`config.mk`:
```
export PLATFORM = sky130hd
export DESIGN_NAME = fetch_queue_flat
export DESIGN_NICKNAME = d
export VERILOG_FILES = /design/src/rtl/fetch_queue_if.sv /design/src/rtl/fetch_queue.sv /design/src/flat_wrapper.sv
export SDC_FILE = /design/constraint.sdc
export NUM_CORES = 1
export LEC_CHECK = 0
export BUFFER_PORTS_ARGS = -buffer_cell sky130_fd_sc_hd__clkbuf_2
export CORE_UTILIZATION = 40
export CTS_CLUSTER_DIAMETER = 80
export DETAILED_ROUTE_END_ITERATION = 8
export SYNTH_ARGS = -nofsm -noshare
export SYNTH_HDL_FRONTEND = slang
export SYNTH_SLANG_ARGS = --single-unit
```
`constraint.sdc`:
```
create_clock -name clk_i -period 5.7 [get_ports clk_i]
set_clock_uncertainty 0.15 [all_clocks]
set_input_delay 1.14 -clock clk_i [delete_from_list [all_inputs] [get_ports clk_i]]
set_output_delay 1.14 -clock clk_i [all_outputs]
set_load 0.01 [all_outputs]
```
`src/rtl/fetch_queue_if.sv`:
```
// Fetch-queue bus: instruction memory request/response plus the decode-side valid/ready port.
// The master modport is the queue itself; the slave modport is memory plus decode.
interface fetch_queue_if #(
    parameter int unsigned DATA_WIDTH = 32,
    parameter int unsigned ADDR_WIDTH = 32
);
    logic                  imem_request;
    logic [ADDR_WIDTH-1:0] imem_addr;
    logic                  imem_valid;
    logic [DATA_WIDTH-1:0] imem_data;
    logic                  out_valid;
    logic                  out_ready;
    logic [DATA_WIDTH-1:0] out_instr;
    logic [ADDR_WIDTH-1:0] out_pc;

    modport master (
        output imem_request, imem_addr, out_valid, out_instr, out_pc,
        input  imem_valid, imem_data, out_ready
    );

    modport slave (
        input  imem_request, imem_addr, out_valid, out_instr, out_pc,
        output imem_valid, imem_data, out_ready
    );
endinterface

```
`src/rtl/fetch_queue.sv`:
```
// Instruction prefetch FIFO of {pc, instr} pairs between instruction memory and decode.
// Fetches sequentially while space exists; a redirect discards all buffered entries.
module fetch_queue #(
    parameter int unsigned DATA_WIDTH  = 32,
    parameter int unsigned ADDR_WIDTH  = 32,
    parameter int unsigned DEPTH       = 4,
    parameter int unsigned INSTR_BYTES = 4,
    parameter logic [ADDR_WIDTH-1:0] PC_RESET = '0
) (
    input  logic                         clk_i,
    input  logic                         rst_i,
    input  logic                         flush_i,
    input  logic [ADDR_WIDTH-1:0]        redirect_pc_i,
    fetch_queue_if.master                bus_io,
    output logic [$clog2(DEPTH+1)-1:0]   count_o
);
    localparam int unsigned PtrW   = $clog2(DEPTH);
    localparam int unsigned CntW   = $clog2(DEPTH+1);
    localparam int unsigned EntryW = ADDR_WIDTH + DATA_WIDTH;

    logic [ADDR_WIDTH-1:0] fetch_pc_q, fetch_pc_d;
    logic [PtrW-1:0]       wr_ptr_q, wr_ptr_d;
    logic [PtrW-1:0]       rd_ptr_q, rd_ptr_d;
    logic [CntW-1:0]       count_q, count_d;
    logic [EntryW-1:0]     mem_q [DEPTH];

    logic push;
    logic pop;

    always_comb begin
        // Registered count gates the request, so a same-cycle pop never opens space.
        bus_io.imem_request = !rst_i && !flush_i && (count_q < CntW'(DEPTH));
        bus_io.imem_addr    = fetch_pc_q;
        bus_io.out_valid    = (count_q != '0);
        {bus_io.out_pc, bus_io.out_instr} = mem_q[rd_ptr_q];

        push = bus_io.imem_request && bus_io.imem_valid;
        pop  = bus_io.out_valid && bus_io.out_ready && !flush_i;
    end

    always_comb begin
        fetch_pc_d = fetch_pc_q;
        wr_ptr_d   = wr_ptr_q;
        rd_ptr_d   = rd_ptr_q;
        count_d    = count_q;
        if (flush_i) begin
            fetch_pc_d = redirect_pc_i;
            wr_ptr_d   = '0;
            rd_ptr_d   = '0;
            count_d    = '0;
        end else begin
            if (push) begin
                wr_ptr_d   = wr_ptr_q + PtrW'(1);
                fetch_pc_d = fetch_pc_q + ADDR_WIDTH'(INSTR_BYTES);
            end
            if (pop) begin
                rd_ptr_d = rd_ptr_q + PtrW'(1);
            end
            count_d = count_q + CntW'(push) - CntW'(pop);
        end
    end

    always_ff @(posedge clk_i) begin
        if (rst_i) begin
            fetch_pc_q <= PC_RESET;
            wr_ptr_q   <= '0;
            rd_ptr_q   <= '0;
            count_q    <= '0;
            for (int i = 0; i < int'(DEPTH); i++) begin
                mem_q[i] <= '0;
            end
        end else begin
            fetch_pc_q <= fetch_pc_d;
            wr_ptr_q   <= wr_ptr_d;
            rd_ptr_q   <= rd_ptr_d;
            count_q    <= count_d;
            if (push) begin
                mem_q[wr_ptr_q] <= {fetch_pc_q, bus_io.imem_data};
            end
        end
    end

    assign count_o = count_q;
endmodule

```
`src/flat_wrapper.sv`:
```
// flat-port wrapper written by rule: the top's interface ports become plain ports
module fetch_queue_flat 
#(
    parameter int unsigned DATA_WIDTH  = 32,
    parameter int unsigned ADDR_WIDTH  = 32,
    parameter int unsigned DEPTH       = 4,
    parameter int unsigned INSTR_BYTES = 4,
    parameter logic [ADDR_WIDTH-1:0] PC_RESET = '0
)
  (clk_i, rst_i, flush_i, redirect_pc_i, count_o, bus_io_imem_request, bus_io_imem_addr, bus_io_out_valid, bus_io_out_instr, bus_io_out_pc, bus_io_imem_valid, bus_io_imem_data, bus_io_out_ready);
  fetch_queue_if #(.DATA_WIDTH(DATA_WIDTH), .ADDR_WIDTH(ADDR_WIDTH)) bus_io_i ();
  input  logic clk_i;
  input  logic rst_i;
  input  logic flush_i;
  input  logic [ADDR_WIDTH-1:0] redirect_pc_i;
  output logic [$clog2(DEPTH+1)-1:0] count_o;
  output wire logic [$bits(bus_io_i.imem_request)-1:0] bus_io_imem_request;
  output wire logic [$bits(bus_io_i.imem_addr)-1:0] bus_io_imem_addr;
  output wire logic [$bits(bus_io_i.out_valid)-1:0] bus_io_out_valid;
  output wire logic [$bits(bus_io_i.out_instr)-1:0] bus_io_out_instr;
  output wire logic [$bits(bus_io_i.out_pc)-1:0] bus_io_out_pc;
  input wire logic [$bits(bus_io_i.imem_valid)-1:0] bus_io_imem_valid;
  input wire logic [$bits(bus_io_i.imem_data)-1:0] bus_io_imem_data;
  input wire logic [$bits(bus_io_i.out_ready)-1:0] bus_io_out_ready;
  assign bus_io_imem_request = bus_io_i.imem_request;
  assign bus_io_imem_addr = bus_io_i.imem_addr;
  assign bus_io_out_valid = bus_io_i.out_valid;
  assign bus_io_out_instr = bus_io_i.out_instr;
  assign bus_io_out_pc = bus_io_i.out_pc;
  assign bus_io_i.imem_valid = bus_io_imem_valid;
  assign bus_io_i.imem_data = bus_io_imem_data;
  assign bus_io_i.out_ready = bus_io_out_ready;
  fetch_queue #(.DATA_WIDTH(DATA_WIDTH), .ADDR_WIDTH(ADDR_WIDTH), .DEPTH(DEPTH), .INSTR_BYTES(INSTR_BYTES), .PC_RESET(PC_RESET)) u_core (.clk_i(clk_i), .rst_i(rst_i), .flush_i(flush_i), .redirect_pc_i(redirect_pc_i), .bus_io(bus_io_i), .count_o(count_o));
endmodule
```
==> impl_metrics.csv <==
group,metric,value,unit
detailed_routing,drc,0,
logic_synthesis,synthesis.instances,945,
clock_network,cts_resized,0,
place,gp_congestion,0.807,
place,hpwl,19400,µm
timing,worst_slew_pin_slew,1070,ps
power_and_ir_drop,leakagePower,6.00,nW
power_and_ir_drop,power.switching,0.00109,W
global_route,gr-usage-all-layers,19.7,%
final_layout,drive_gt1_share,27.6,%
timing,fmax,254,MHz
power_and_ir_drop,ir_drop,0.234,mV
detailed_routing,wl_per_cell,21.4,µm
floorplanning,pin_count,170,
critical_path,crit_arrival,2640,ps
critical_path,critical_path.max_fanout,39,
timing,period_minus_slack,3930,ps
critical_path,slowest_delay,900,ps
critical_path,crit_buf_inv,2,
detailed_routing,ant_nets,0,
global_route,busiest_layer,"met2",
detailed_routing,viasPerCell,5.36,
logic_synthesis,syn_area_per_cell,14.2,µm²
clock_network,htree_levels,1,
critical_path,ff2ff_setup_slack,2560,ps
floorplanning,core_area,0.0328,mm²
clock_network,cts_hold_buffers,0,
logic_synthesis,synth_top_area_cell,"edfxtp_1",
logic_synthesis,synth_most_common_cell,"edfxtp_1",
timing,period_share,69.0,%
timing,fin_hold_ws,377,ps
timing,fin_tns_setup,0,ps
power_and_ir_drop,power_density,308,mW/mm²
critical_path,reg2reg_from,"u_core.count_o[2]",
timing,drv_slew,0,
power_and_ir_drop,switching_share,22.7,%
clock_network,cts.sinks,297,
logic_synthesis,netlist.area_leader.share,57.4,%
run_status,status,"complete, no violations",
critical_path,cp_slowest_cell,"dfxtp_4",
detailed_routing,drt_pre_antenna_iters,4,
critical_path,critical_path_depth,3,
final_layout,num_antenna_cells,0,
logic_synthesis,synth_warnings,0,
critical_path,worstPathCellList,"buf_4, mux4_2, clkbuf_2",
critical_path,criticalPathCategory,"flip-flop to primary output",
hold_path,hp-class,"flip-flop to flip-flop",
power_and_ir_drop,p_clk_share,40.5,%
logic_synthesis,syn_nets,1018,
logic_synthesis,syn-cell-area,0.0134,mm²
global_route,use_met3,2.91,%
logic_synthesis,synth_cell_types,55,
detailed_routing,vias,8262,
clock_network,clk_path_buf_depth,3,
timing,hold_violations,0,
detailed_routing,wl,33000,µm
power_and_ir_drop,p_seq_share,53.0,%
global_route,use_met2,31.2,%
clock_network,root_buffer,"clkbuf_16",
global_route,grt_max_degree,70,
critical_path,startpoint_type,"flip-flop",
global_route,antenna_found_initial,0,
logic_synthesis,synth-edff-count,256,
timing,setup_viol,0,
critical_path,r2r-end,"u_core.mem_q[1][11]",
final_layout,fill_cells,2929,
logic_synthesis,synth_ff_type,"edfxtp_1",
timing,rsz0062_at_grt,"false",
floorplanning,dieArea,0.0342,mm²
critical_path,r2r_cells,4,
clock_network,numCtsBuffers,31,
global_route,grt_pass1_wl,50600,µm
logic_synthesis,synth_seq_area_share,63.5,%
run,cap_violations,0,
global_route,use_met1,28.6,%
floorplanning,initial_core_util,40.9,%
power_and_ir_drop,power_frac_comb,6.5,%
logic_synthesis,yosys-top-cells-count,"256 x edfxtp_1, 189 x and2_1, 69 x and3_1",
global_route,grt_pass1_vias,8461,
critical_path,worstSetupEndpoint,"bus_io_out_pc[15]",
critical_path,required,4410,ps
clock_network,cts_tree,"yes",
critical_path,critPathTopFamily,"flip-flops",
floorplanning,die_w,185,µm
global_route,grt-ovfl-total,0,
critical_path,end_kind,"primary output",
power_and_ir_drop,p_int,0.00371,W
logic_synthesis,ys_seq_elements,297,
logic_synthesis,ys_top_cells_by_area,"edfxtp_1 57%, mux4_2 11%, and2_1 8.8%, dfxtp_1 6.1%, and3_1 3.2%",
clock_network,cts.clk_slew.worst_paths,60,ps
place,io_buffers,169,
final_layout,fin_nets,1153,
floorplanning,num_rows,66,
logic_synthesis,async_flop_share,0,%
detailed_routing,drt_iter0_drc,603,
final_layout,syn_to_final_growth,16.3,%
clock_network,worstSkewPairLatency,560,ps
floorplanning,die_h,185,µm
clock_network,post_cts_buffers,0,
timing,max_slew_margin,28.6,%
final cells by class:
cell class | instances | area, µm² | share of cell area, %
Timing Repair Buffer | 182 | 956 | 6.14
Clock inverter | 13 | 118 | 0.755
Tap cell | 442 | 553 | 3.55
Clock buffer | 40 | 840 | 5.39
Inverter | 17 | 63.8 | 0.410
Multi-Input combinational cell | 551 | 4530 | 29.1
Sequential cell | 297 | 8520 | 54.7
per-layer routing:
metal	wire length [µm]	vias to the layer above
met1	15200	4137
met5	0	-
met2	15700	267
li1	-	3818
met4	480	0
met3	1640	40
cell families after synthesis:
kind of cell	synth area share [%]
compound gates	3.08
xor+xnor	0.915
fa+ha+maj	0.430
buf+inv	2.96
flops	63.5
mux	11.0
simple gates	18.1
flip-flops by register name (all words and copies together) (netlist names), named ones only:
signal	count
u_core.bus_io.imem_addr	32
u_core.count_o	3
u_core.mem_q	256
u_core.rd_ptr_q	2
u_core.wr_ptr_q	2
worst min-delay path, stage by stage (launching register included):
cell and delay (ps):
dfxtp_1 330, xnor2_1 110, nor2_1 50
power by group through the flow:
stage                     registers (W)  logic (W)  clock network [W]
final                           0.00254   0.000312            0.00194
after global routing            0.00255   0.000341            0.00205
after CTS                       0.00254   0.000320            0.00197
after detailed placement        0.00259   0.000319                  0
after global placement          0.00258   0.000317                  0
after floorplan                 0.00255   0.000180                  0
cells in the final DEF, fill, tap and decap left out, types with 10 or more instances in the layout:
cell       instances
clkbuf_2         169
inv_1             16
edfxtp_1         256
nor2_1            34
buf_4             12
nand3_1           20
mux4_2            64
and3_1            69
clkbuf_16         31
and2_1           189
a21oi_1           10
dfxtp_1           38
nand2_1           28
nand4_1           15
worst min-delay path by stage:
stage | slack, ps | end | depth (start not counted) | from
after global routing | 400 | flip-flop | 2 | u_core.rd_ptr_q[1]
after global placement | 350 | flip-flop | 2 | u_core.rd_ptr_q[1]
after CTS | 380 | flip-flop | 2 | u_core.rd_ptr_q[1]
after floorplan | 340 | flip-flop | 2 | u_core.rd_ptr_q[1]
final | 380 | flip-flop | 2 | u_core.rd_ptr_q[1]
after detailed placement | 360 | flip-flop | 2 | u_core.rd_ptr_q[1]
per-stage QoR:
step                power [W]  instances  utilization (%)  setup slack (ps)  cell area, µm²
floorplan             0.00273        945                -              1050           13400
global placement      0.00290       1489             44.6              1700           14600
detailed placement    0.00291       1489             44.6              1690           14600
CTS                   0.00483       1542             47.5              1670           15600
global route          0.00495       1542             47.5              1580           15600
finish                0.00479       1542             47.5              1770           15600
Power figures use the tool's default switching activity.
